$ cat config.mk
export PLATFORM = sky130hd
export DESIGN_NAME = reg_wb_queue
export DESIGN_NICKNAME = d
export VERILOG_FILES = /design/src/rtl/reg_wb_queue.sv
export SDC_FILE = /design/constraint.sdc
export NUM_CORES = 1
export LEC_CHECK = 0
export ABC_AREA = 1
export BUFFER_PORTS_ARGS = -buffer_cell sky130_fd_sc_hd__buf_2
export CORE_ASPECT_RATIO = 1.75
export CORE_MARGIN = 3
export CORE_UTILIZATION = 30
export DETAILED_ROUTE_END_ITERATION = 10
export PLACE_DENSITY = 0.56
export SLEW_MARGIN = 30
export SYNTH_ARGS = -nofsm -noshare
export SYNTH_HDL_FRONTEND = slang
export SYNTH_SLANG_ARGS = --single-unit
$ cat constraint.sdc
create_clock -name clk -period 2.9 [get_ports clk]
set_input_delay 0.435 -clock clk [delete_from_list [all_inputs] [get_ports clk]]
set_output_delay 0.435 -clock clk [all_outputs]
set_load 0.01 [all_outputs]
$ cat src/rtl/reg_wb_queue.sv
// -----------------------------------------------------------------------------
// reg_wb_queue
//
// Write-side front end for the 8x16 register file. Write requests arrive over a
// valid/ready handshake, are buffered in an in-order FIFO, and are issued to the
// register file write port (WS/WE/IN) at most one per clock through a
// registered issue stage. Two forwarding lookups (RS1/RS2) return the newest
// pending value for a register so that readers see writes not yet committed.
//
// Register 0 is hardwired to zero: requests to it are accepted and dropped, and
// lookups of it never hit.
//
// Optional feature (compile-time macro WB_COALESCE_EN):
//   A nonzero request whose sel matches the youngest FIFO entry overwrites
//   that entry's data instead of enqueuing, provided the youngest entry is not
//   popping this cycle. In that case req_ready may assert even when the queue
//   is full, so req_ready depends combinationally on req_sel.
//
// Parameters:
//   DEPTH  FIFO entries (power of two, >= 2)
//   AW     register select width
//   DW     data width
//
// Ports:
//   clk, rst_n            clock, asynchronous active-low reset
//   req_valid/req_ready   write request handshake
//   req_sel, req_data     destination register and write value
//   wb_stall              inhibits issue to the register file this cycle
//   WS, WE, IN            registered register-file write port
//   RS1, RS2              forwarding lookup addresses
//   FWD1_HIT/FWD1_DATA    newest pending value for RS1 (0 when no hit)
//   FWD2_HIT/FWD2_DATA    newest pending value for RS2 (0 when no hit)
//   count                 FIFO occupancy, excluding the issue register
//   empty                 no FIFO entries and no write being issued
// -----------------------------------------------------------------------------
module reg_wb_queue #(
    parameter int DEPTH = 4,
    parameter int AW    = 3,
    parameter int DW    = 16
) (
    input  logic                       clk,
    input  logic                       rst_n,
    input  logic                       req_valid,
    output logic                       req_ready,
    input  logic [AW-1:0]              req_sel,
    input  logic [DW-1:0]              req_data,
    input  logic                       wb_stall,
    output logic [AW-1:0]              WS,
    output logic                       WE,
    output logic [DW-1:0]              IN,
    input  logic [AW-1:0]              RS1,
    input  logic [AW-1:0]              RS2,
    output logic                       FWD1_HIT,
    output logic [DW-1:0]              FWD1_DATA,
    output logic                       FWD2_HIT,
    output logic [DW-1:0]              FWD2_DATA,
    output logic [$clog2(DEPTH):0]     count,
    output logic                       empty
);

    localparam int PW = $clog2(DEPTH);
    localparam int CW = PW + 1;

    logic [AW-1:0] sel_q  [DEPTH];
    logic [AW-1:0] sel_d  [DEPTH];
    logic [DW-1:0] data_q [DEPTH];
    logic [DW-1:0] data_d [DEPTH];

    logic [PW-1:0] rd_ptr_q, rd_ptr_d;
    logic [PW-1:0] wr_ptr_q, wr_ptr_d;
    logic [CW-1:0] count_q,  count_d;
    logic          we_q,     we_d;
    logic [AW-1:0] ws_q,     ws_d;
    logic [DW-1:0] in_q,     in_d;

    logic full;
    logic pop;
    logic coal_hit;
    logic accept;
    logic push;

    assign full = (count_q == CW'(DEPTH));
    assign pop  = (count_q != '0) && !wb_stall;

`ifdef WB_COALESCE_EN
    logic [PW-1:0] young_idx;
    assign young_idx = wr_ptr_q - 1'b1;
    // The youngest entry can only absorb the request if it is not the one
    // leaving the queue this cycle.
    assign coal_hit  = (req_sel != '0) && (count_q != '0) &&
                       (sel_q[young_idx] == req_sel) &&
                       ((count_q > CW'(1)) || wb_stall);
`else
    assign coal_hit  = 1'b0;
`endif

    // Ready is a function of registered occupancy (plus req_sel when
    // coalescing), never of the pop decision.
    assign req_ready = !full || coal_hit;
    assign accept    = req_valid && req_ready;
    assign push      = accept && (req_sel != '0) && !coal_hit;

    always_comb begin
        sel_d    = sel_q;
        data_d   = data_q;
        rd_ptr_d = rd_ptr_q;
        wr_ptr_d = wr_ptr_q;
        we_d     = pop;
        ws_d     = ws_q;
        in_d     = in_q;

        if (push) begin
            sel_d[wr_ptr_q]  = req_sel;
            data_d[wr_ptr_q] = req_data;
            wr_ptr_d         = wr_ptr_q + 1'b1;
        end
`ifdef WB_COALESCE_EN
        if (accept && coal_hit) begin
            data_d[young_idx] = req_data;
        end
`endif
        if (pop) begin
            ws_d     = sel_q[rd_ptr_q];
            in_d     = data_q[rd_ptr_q];
            rd_ptr_d = rd_ptr_q + 1'b1;
        end

        count_d = count_q + CW'(push) - CW'(pop);
    end

    always_ff @(posedge clk or negedge rst_n) begin
        if (!rst_n) begin
            rd_ptr_q <= '0;
            wr_ptr_q <= '0;
            count_q  <= '0;
            we_q     <= 1'b0;
            ws_q     <= '0;
            in_q     <= '0;
        end else begin
            rd_ptr_q <= rd_ptr_d;
            wr_ptr_q <= wr_ptr_d;
            count_q  <= count_d;
            we_q     <= we_d;
            ws_q     <= ws_d;
            in_q     <= in_d;
        end
    end

    // Entry storage needs no reset: validity is carried by the pointers/count.
    always_ff @(posedge clk) begin
        sel_q  <= sel_d;
        data_q <= data_d;
    end

    // Returns {hit, data}. Scans oldest to youngest so the youngest match wins;
    // the issue register is seeded first as the lowest-priority candidate.
    function automatic logic [DW:0] fwd_lookup(input logic [AW-1:0] rs);
        logic          hit;
        logic [DW-1:0] val;
        logic [PW-1:0] idx;
        hit = we_q && (ws_q == rs);
        val = hit ? in_q : '0;
        for (int i = 0; i < DEPTH; i++) begin
            idx = rd_ptr_q + PW'(i);
            if ((i < int'(count_q)) && (sel_q[idx] == rs)) begin
                hit = 1'b1;
                val = data_q[idx];
            end
        end
        if (rs == '0) begin
            hit = 1'b0;
            val = '0;
        end
        return {hit, val};
    endfunction

    assign {FWD1_HIT, FWD1_DATA} = fwd_lookup(RS1);
    assign {FWD2_HIT, FWD2_DATA} = fwd_lookup(RS2);

    assign WS    = ws_q;
    assign WE    = we_q;
    assign IN    = in_q;
    assign count = count_q;
    assign empty = (count_q == '0) && !we_q;

endmodule

==> run_results.csv <==
group,metric,value,unit
global_route,grt-ovfl-total,0,
synth,synthFlopType,"edfxtp_1",
route,via_count,8067,
placed_design,routabilityCongestion,0.888,
global_route,antenna_found_initial,0,
worst_setup_path,startpoint_type,"flip-flop",
global_route,grtUsageTotal,0.171,
clock_network,cts_buffer_depth,2,
worst_setup_path,path_class,"reg -> out",
global_route,grt_pass1_wl,38100,um
final_layout,area_delta_synth_final,39.8,%
final_layout,fill_cells,2572,
synth,synth_top_family_by_area,"simple AND/OR/NAND/NOR gates",
clock_network,cts_made_buffers,9,
global_route,grt_pass1_vias,7086,
power,leakagePower,4.98,nW
final_layout,diodes,0,
synth,synth_nets,1191,
worst_setup_path,max_stage_delay,0.45,ns
final_layout,final_core_util,0.427,
synth,synth.top_cell.area_share,0.294,
synth,synth-simple-area-share,0.356,
sta,drv_slew,0,
synth,synth_area_leader_cell,"edfxtp_1",
power,power_frac_seq,0.148,
placed_design,dp_hpwl,18800,um
final_layout,regArea,2960,um^2
power,sw_frac_of_total,0.532,
synth,synth_seq_area_share,0.381,
sta,rsz0062_at_grt,"yes",
power,p_switching,8.03,mW
worst_setup_path,worstPathCellList,"buf_12 -> buf_12 -> o21ai_4 -> o21a_4 -> nor2_4 -> nor3_4 -> nand2_4 -> clkbuf_16 -> nand2_2 -> inv_2 -> a21oi_2 -> buf_2",
sta,skew,0.0120,ns
sta,setup_viol_count_final,32,
outcome,violations,"negative setup slack",
route,firstDrtPassIters,5,
sta,holdWs,0.0910,ns
power,finalPower,15.1,mW
power,clkPwrFrac,0.084,
worst_setup_path,critical-path-slowest-cell,"dfrtp_2",
floorplan,coreArea,25400,um^2
sta,setup_tns,-1.43,ns
synth,synth_cell_types,32,
worst_setup_path,worst_ep_arrival_time,2.59,ns
final_layout,multi_input_comb_area,5200,um^2
floorplan,io_pins,88,
final_layout,drive_above_1_share,0.345,
synth,yosys_warnings,0,
clock_network,h-tree-depth,3,
clock_network,cts_tree,"built",
sta,max_slew_margin,0.527,
worst_setup_path,end_kind,"output port",
route,drt-vias-per-instance,5.08,
route,routed_wl,27500,um
clock_network,root_buffer,"clkbuf_16",
power,power_density,1390,nW/um^2
route,drt_iter0_drc,601,
sta,period_needed,3.02,ns
synth,synth-seq-cells,103,
sta,fin_crit_sh,1.04,
worst_setup_path,cp.required,2.47,ns
route,antenna_left,0,
sta,hold_viol,0,
floorplan,die_w,128,um
synth,synthAdderAreaFrac,0.0155,
worst_setup_path,crit_fanout,8,
synth,synth_most_common_cell,"nand2_1",
floorplan,die_area,27900,um^2
job,maxCapViolations,0,
final_layout,fin_cells,1588,
placed_design,place_inst,1530,
synth,synth_compound_area_frac,0.132,
synth,synth_area,7770,um^2
clock_network,path_clk_slew,0.08,ns
synth,synth_mux_area_frac,0,
worst_setup_path,path_common_cell,"buf_12",
synth,synth-xor-area-share,0.0101,
worst_hold_path,hold_path.class,"in -> async",
synth,yosys-top-cells-area,"edfxtp_1, nand2_1, nand3_1",
final_layout,fin_nets,1305,
outcome,status,"finished, violations left",
clock_network,clk_latency,0.37,ns
route,wl_per_cell,17.3,um
power,ir_drop,522,uV
floorplan,dieHeight,219,um
synth,synth_edf_count,76,
sta,worst_pin_slew,0.704,ns
floorplan,start_util,0.306,
synth,syn_inst,1153,
placed_design,io_buffer_count,87,
sta,max_freq,0.331,GHz
synth,synth_async_sr_flop_share,0.262,
power,comb_power_share,0.768,
global_route,grt_max_degree,94,
synth,avgSynthCellArea,6.74,um^2
route,drc_errors,0,
floorplan,num_rows,77,
sta,fin_ws,-0.123,ns
clock_network,cts.sinks,103,
power,p_int,7.07,mW
synth,synth_common_cells,"nand2_1, nand3_1, o21ai_0, inv_1, edfxtp_1",
## critical path: cells and delay by family (launching register included)
kind	cells	cell delay, ns
AND/OR/NAND/NOR	4	0.47
AO/OA/AOI/OAI	3	0.57
flip-flops	1	0.45
buffers and inverters	5	0.71
## power by group through the flow
stage,combinational (mW),sequential (mW),clock [mW]
final,11.6,2.23,1.27
after global placement,7.74,2.25,0
after CTS,8.36,2.23,1.30
after global routing,12.5,2.28,1.34
after detailed placement,7.82,2.25,0
after floorplan,5.29,2.27,0
## layout make-up
cell class	instances	area share
clock inverters	7	0.00726
flip-flops and latches	103	0.273
inverters	130	0.0487
well taps	316	0.0364
clock buffers	9	0.0207
repair buffers	161	0.135
multi-input cells	862	0.479
## worst paths after layout
path	startpoint	endpoint	slack (ns)	cells past startpoint
worst max-delay path	rd_ptr_q[0]	FWD2_DATA[5]	-0.12	12
max in group asynchronous	rst_n	rd_ptr_q[1]	2.33	1
worst max register to register	count[1]	count[2]	0.74	9
worst min-delay path	rst_n	rd_ptr_q[0]	0.09	1
min in group clk	req_data[10]	data_q[10]	0.27	1
worst min register to register	count[0]	count[0]	0.57	1
## cell usage in the layout (no fill, tap or decap), types with 9 or more instances in the layout
| cell | Yosys | layout |
|---|---|---|
| buf_2 | 27 | 84 |
| nand3_2 | 0 | 45 |
| nand2_8 | 0 | 9 |
| inv_1 | 125 | 106 |
| inv_2 | 5 | 19 |
| nand3_1 | 173 | 120 |
| nand2_2 | 9 | 50 |
| buf_4 | 10 | 31 |
| nand2_4 | 2 | 35 |
| nand2_1 | 371 | 294 |
| o21ai_2 | 0 | 13 |
| edfxtp_1 | 76 | 76 |
| buf_6 | 3 | 13 |
| nor2_1 | 53 | 39 |
| dfrtp_1 | 27 | 25 |
| clkbuf_16 | 0 | 17 |
| o21ai_1 | 24 | 21 |
| nor2_2 | 0 | 10 |
| nor2_4 | 10 | 14 |
| buf_12 | 0 | 16 |
| a21oi_2 | 0 | 30 |
| o21ai_0 | 136 | 123 |
## metrics by stage
stage | instance area [um^2] | setup slack, ns
after floorplan | 7770 | 0.640
after global placement | 8590 | 0.105
after detailed placement | 8590 | 0.0868
after CTS | 9170 | -0.0345
after global routing | 10900 | -0.173
final | 10900 | -0.123
## kinds of logic after synthesis
| group | count (synthesis) |
|---|---|
| xor+xnor | 9 |
| fa+ha+maj | 9 |
| buf+inv | 194 |
| compound gates | 203 |
| simple gates | 635 |
| flops | 103 |
## layer usage
metal / global-route usage / wire [um]
met1: 0.210 / 10800
met4: 0.0595 / 1520
met3: 0.0236 / 1280
met2: 0.304 / 13900
met5: 0 / 0
## registers in the layout (all words and copies together), names as in the netlist
register	flops
IN	16
rd_ptr_q	2
WE	1
sel_q	12
data_q	64
count	3
WS	3
wr_ptr_q	2
## timing repair
| action | 4_1_cts | 5_1_grt |
|---|---|---|
| resized for setup | 62 | 310 |
| cloned | 2 | 14 |
| hold buffers | 0 | 0 |
| pin swaps | 3 | 83 |
| setup endpoints to repair | 34 | 34 |
| buffers inserted | 3 | 23 |
(Power assumes the default switching activity.)
